[src/rtl/jedro_1_test_pkg.sv]
// jedro_1_test_pkg
// Shared types and defaults for the jedro_1 end-of-test checker.
//   state_e  : checker FSM states
//   result_t : latched test outcome (pass, timeout, first failing index, its value)
//   DEFAULT_MAX_CYCLES / DEFAULT_DRAIN_CYCLES : default parameter values
package jedro_1_test_pkg;

  typedef enum logic [2:0] {
    ST_IDLE  = 3'd0,
    ST_RUN   = 3'd1,
    ST_DRAIN = 3'd2,
    ST_CHECK = 3'd3,
    ST_DONE  = 3'd4
  } state_e;

  localparam int DEFAULT_MAX_CYCLES   = 32;
  localparam int DEFAULT_DRAIN_CYCLES = 3;

  // The result fields are sized for the widest supported configuration
  // (up to 16 index bits and 64 data bits); the checker uses the low bits.
  localparam int RES_IDX_W = 16;
  localparam int RES_GOT_W = 64;

  typedef struct packed {
    logic                 pass;
    logic                 timeout;
    logic [RES_IDX_W-1:0] idx;
    logic [RES_GOT_W-1:0] got;
  } result_t;

endpackage

[src/rtl/jedro_1_shadow_regfile.sv]
// jedro_1_shadow_regfile
// Shadow copy of the core's register file, fed from the regfile write port.
//   clk_i, rstn_i : clock and synchronous active-low reset (clears all entries)
//   we_i, waddr_i, wdata_i : snooped write port; writes to x0 are dropped
//   raddr_i, rdata_o : combinational read of the registered contents
module jedro_1_shadow_regfile
  import jedro_1_test_pkg::*;
#(
  parameter int DATA_WIDTH     = 32,
  parameter int NUM_REGS       = 32,
  parameter int REG_ADDR_WIDTH = 5
) (
  input  logic                      clk_i,
  input  logic                      rstn_i,
  input  logic                      we_i,
  input  logic [REG_ADDR_WIDTH-1:0] waddr_i,
  input  logic [DATA_WIDTH-1:0]     wdata_i,
  input  logic [REG_ADDR_WIDTH-1:0] raddr_i,
  output logic [DATA_WIDTH-1:0]     rdata_o
);

  logic [DATA_WIDTH-1:0] regs_q [NUM_REGS];

  // Capture every architectural write except to x0, which stays hard-wired
  // to zero. Addresses beyond NUM_REGS are ignored.
  always_ff @(posedge clk_i) begin
    if (!rstn_i) begin
      for (int i = 0; i < NUM_REGS; i++) begin
        regs_q[i] <= '0;
      end
    end else if (we_i && (waddr_i != '0) && (32'(waddr_i) < NUM_REGS)) begin
      regs_q[waddr_i] <= wdata_i;
    end
  end

  // Reads see only the registered contents, so a write in the same cycle
  // becomes visible on the following cycle.
  always_comb begin
    rdata_o = '0;
    if ((raddr_i != '0) && (32'(raddr_i) < NUM_REGS)) begin
      rdata_o = regs_q[raddr_i];
    end
  end

endmodule

[config.mk]
export PLATFORM = sky130hd
export DESIGN_NAME = jedro_1_shadow_regfile
export DESIGN_NICKNAME = d
export VERILOG_FILES = /design/src/rtl/jedro_1_test_pkg.sv /design/src/rtl/jedro_1_shadow_regfile.sv
export SDC_FILE = /design/constraint.sdc
export NUM_CORES = 1
export LEC_CHECK = 0
export BUFFER_PORTS_ARGS = -buffer_cell sky130_fd_sc_hd__buf_2
export CAP_MARGIN = 10
export CORE_ASPECT_RATIO = 0.5
export CORE_MARGIN = 1
export CORE_UTILIZATION = 54
export DETAILED_ROUTE_END_ITERATION = 10
export PLACE_DENSITY = 0.66
export SKIP_CTS_REPAIR_TIMING = 1
export SYNTH_ARGS = -nofsm -noshare
export SYNTH_HDL_FRONTEND = slang
export SYNTH_SLANG_ARGS = --single-unit
[constraint.sdc]
create_clock -name clk_i -period 7.9 [get_ports clk_i]
set_input_delay 0.79 -clock clk_i [delete_from_list [all_inputs] [get_ports clk_i]]
set_output_delay 0.79 -clock clk_i [all_outputs]
set_load 0.03 [all_outputs]
Word level (Yosys, flattened, before mapping)
Memory sizes are Yosys's and may differ from the RTL's. Cells that the tools add are included.

Memories: 1. Register bits after elaboration: 0. Word-level logic and storage cells: 13. Input bits: 45. RAM bits: 1024. Output and inout bits: 32.

Memory list: regs_q (words 32, bits a word 32, rd ports 1, clocked after Yosys merged registers in 0, wr ports 32, RTL line jedro_1_shadow_regfile.sv:22) `logic [DATA_WIDTH-1:0] regs_q [NUM_REGS];`.

Reduce and logical (&&, ||, !) cells: 4. Mux-type cells: 8.

Operators with widths (number): $mux W32 (2); $reduce_or A32 Y1 (1); $reduce_bool A5 Y1 (2); $mux W1 (5); $mux W5 (1); $logic_and A1 B1 Y1 (1).

Logic depth before layout (Yosys ltp)
Depth after elaboration: 7. Mapped depth: 7. Depth with buffers taken out: 4.

Worst setup path before layout
OpenSTA, ideal clock, no wires.

Path kind: input port to flip-flop. From: input port rstn_i. To: memory regs_q[24][0], enable pin. Stages on the path: 5. Data arrival time: 3.848 ns. Setup time: 0.466 ns. Required time: 7.434 ns. Path buffers: 2. Setup slack: 3.587 ns. Path through: buf_2 > nand2_1 > or3_1 > buf_2 > o21ai_0.

RTL lines: start, declared (RTL line jedro_1_shadow_regfile.sv:14) `input logic rstn_i,`; end, declared (RTL line jedro_1_shadow_regfile.sv:22).

Worst setup path in the final report
From: input port raddr_i[4]. To: output port rdata_o[18].

Longest elaborated chain between the ends: 2. Elaborated cells between the ends (all ways): 3. Classes of those cells: mux: 1; reduce/logical: 1; memory: 1.

Ends and longest elaborated chain: start, declared (RTL line jedro_1_shadow_regfile.sv:18) `input logic [REG_ADDR_WIDTH-1:0] raddr_i,`; $mem_v2 Z32 W32 / $reduce_bool A5 Y1 (equally long branches); $mux W32 (*) (RTL line jedro_1_shadow_regfile.sv:40) `if ((raddr_i != '0) && (32'(raddr_i) < NUM_REGS)) begin`; end, declared (RTL line jedro_1_shadow_regfile.sv:19) `output logic [DATA_WIDTH-1:0] rdata_o`.

Mark *: on every way between the ends. The rest lies on a longest branch, timed or not.

==> out/qor.csv <==
metric,value,unit
fill_cells,6196,
required,7.11,ns
final_cell_area,50770,um2
largestRegisters,regs_q x1024,
via_per_inst,6.463,
fin_nets,2977,
synth_edf_count,1024,
area_growth,9.298,%
power_density,229.6,nW/um2
synth_ff_type,edfxtp_1,
drc,0,
hold_end,regs_q[21][8]$_SDFFCE_PN0P_,
yosys_warnings,0,
hpwl,77.48,mm
overflow,0,
path_class,in2out,
ys_top_cells_by_count,"edfxtp_1 (1024), and2_1 (993), mux4_2 (224)",
numCtsBuffers,91,
antenna_found_initial,12,
die_h,209.4,um
die-area,87270,um2
hold_slack,0.7866,ns
setup_tns,0,ns
core,84460,um2
synth.area.top_cells,"edfxtp_1 (66%), and2_1 (13%), mux4_2 (11%)",
worst_pin_slew,1.344,ns
status,"complete, no violations",
worstHoldStart,wdata_i[8],
netlist.area_leader.share,0.6619,
die_w,416.8,um
async_flop_share,0,
syn_area,46450,um2
routedWlPerCell,32.86,um
vdd_drop_max,0.0001429,V
rsz0062_at_grt,false,
dpl.cell_count,3955,
period_share,0.6399,
vias,26660,
dpl_cell_area,48020,um2
grt_pass1_wl,192.2,mm
grt_max_degree,100,
drt_pass1_iterations,5,
root_buffer,clkbuf_16,
synth_cell_types,37,
largest_reg_flops,1024,
hold_violations,0,
drt_iter0_markers,4057,
fin_crit,5.055,ns
pre_cts_ws,3.014,ns
cts-htree-levels,3,
p_leak,17.35,nW
clk_path_buf_depth,3,
cts_tree,done,
maxCapViolations,0,
track_usage,0.3144,
fmax,197.8,MHz
io_pins,77,
synth.most_common_cell,edfxtp_1,
synth_area_leader_cell,edfxtp_1,
grt_pass1_vias,25890,
syn_area_per_cell,15.71,um2
clkTransAtPathRegs,0.06,ns
postLayoutCoreUtil,0.6012,
final_cell_count_no_fill,4124,
ys_ff_latch,1024,
num_rows,75,
synth_cells,2957,
largest-register,regs_q,
drive_above_1_share,0.1981,
finalSetupViolations,0,
cts_sinks,1024,
wirelength,135.5,mm
startpoint_type,input pin,
port_buffers,76,
power,11.66,mW
end_kind,output port,
fin_ws,2.845,ns
hold_depth,2,
gp_congestion,0.9631,
arrival,4.27,ns
ant_nets,0,
initial_core_util,0.5500,
hold_path_class,in2reg,
relSlewSlack,0.1019,
worstPathMaxFanout,34,
finalMaxSlewViolations,0,
synth_seq_area_share,0.6619,
worst max path at each step:
| stage | start | to | slack [ns] | depth (start not counted) |
|---|---|---|---|---|
| finish | raddr_i[4] | rdata_o[18] | 2.84 | 6 |
| global route | raddr_i[0] | rdata_o[18] | 2.90 | 6 |
| CTS | raddr_i[0] | rdata_o[18] | 3.01 | 6 |
| detailed placement | raddr_i[0] | rdata_o[18] | 3.01 | 6 |
| global placement | raddr_i[0] | rdata_o[18] | 3.02 | 6 |
| floorplan | rstn_i | regs_q[24][0]$_SDFFCE_PN0P_ | 3.59 | 5 |
cell type report:
type	instances	area, um2	area share
Antenna cell	5	12.51	0.0002464
Clock buffer	114	2385	0.04697
Clock inverter	50	351.6	0.006925
Inverter	2	8.758	0.0001725
Multi-Input combinational cell	1663	14870	0.2929
Sequential cell	1024	30750	0.6056
Tap cell	1116	1396	0.02750
Timing Repair Buffer	150	998.5	0.01966
per-layer routing:
layer  global-route usage  vias to the layer above  wire [um]
met5                    0                        -          0
met4              0.07467                        0       2868
met3              0.09608                      185      18840
met2               0.4435                     1681      58410
met1               0.4791                    13930      55400
li1                     -                    10860          -
power by group:
| group | total [mW] | leakage [nW] | switching [mW] | internal [mW] |
|---|---|---|---|---|
| logic | 1.03 | 6.25 | 0.701 | 0.334 |
| clock network | 4.28 | 1.35 | 2.01 | 2.27 |
| registers | 6.34 | 9.75 | 0.0786 | 6.26 |
| total | 11.7 | 17.3 | 2.79 | 8.87 |
cells in the final DEF (no fill, tap or decap), types with 23 or more instances in the layout:
cell | synthesis | final
edfxtp_1 | 1024 | 1024
and2_1 | 993 | 992
mux4_2 | 224 | 224
clkbuf_16 | 0 | 92
buf_4 | 25 | 73
buf_2 | 36 | 72
mux2i_1 | 64 | 64
o21ai_1 | 44 | 44
a22oi_1 | 32 | 32
nor2b_1 | 33 | 32
a211oi_1 | 32 | 32
mux2_2 | 32 | 32
a311oi_1 | 32 | 32
conb_1 | 1 | 32
o21ai_4 | 0 | 31
nor2_2 | 5 | 24
clkinv_1 | 0 | 23
kinds of logic (layout without fill, tap and decap cells):
| logic type | Yosys count | after routing | synth area share |
|---|---|---|---|
| AND/OR/NAND/NOR | 1097 | 1097 | 0.1454 |
| multiplexers | 320 | 320 | 0.1301 |
| AO/OA/AOI/OAI | 214 | 214 | 0.03181 |
| other | 1 | 37 | 0.00008072 |
| buffers and inverters | 301 | 316 | 0.03062 |
| flip-flops | 1024 | 1024 | 0.6619 |
critical path, stage by stage:
cell	delay [ns]
buf_2	0.76
nand2b_1	0.80
buf_4	0.43
a211oi_1	0.22
a311oi_1	0.86
buf_2	0.35
(Power assumes the default switching activity.)
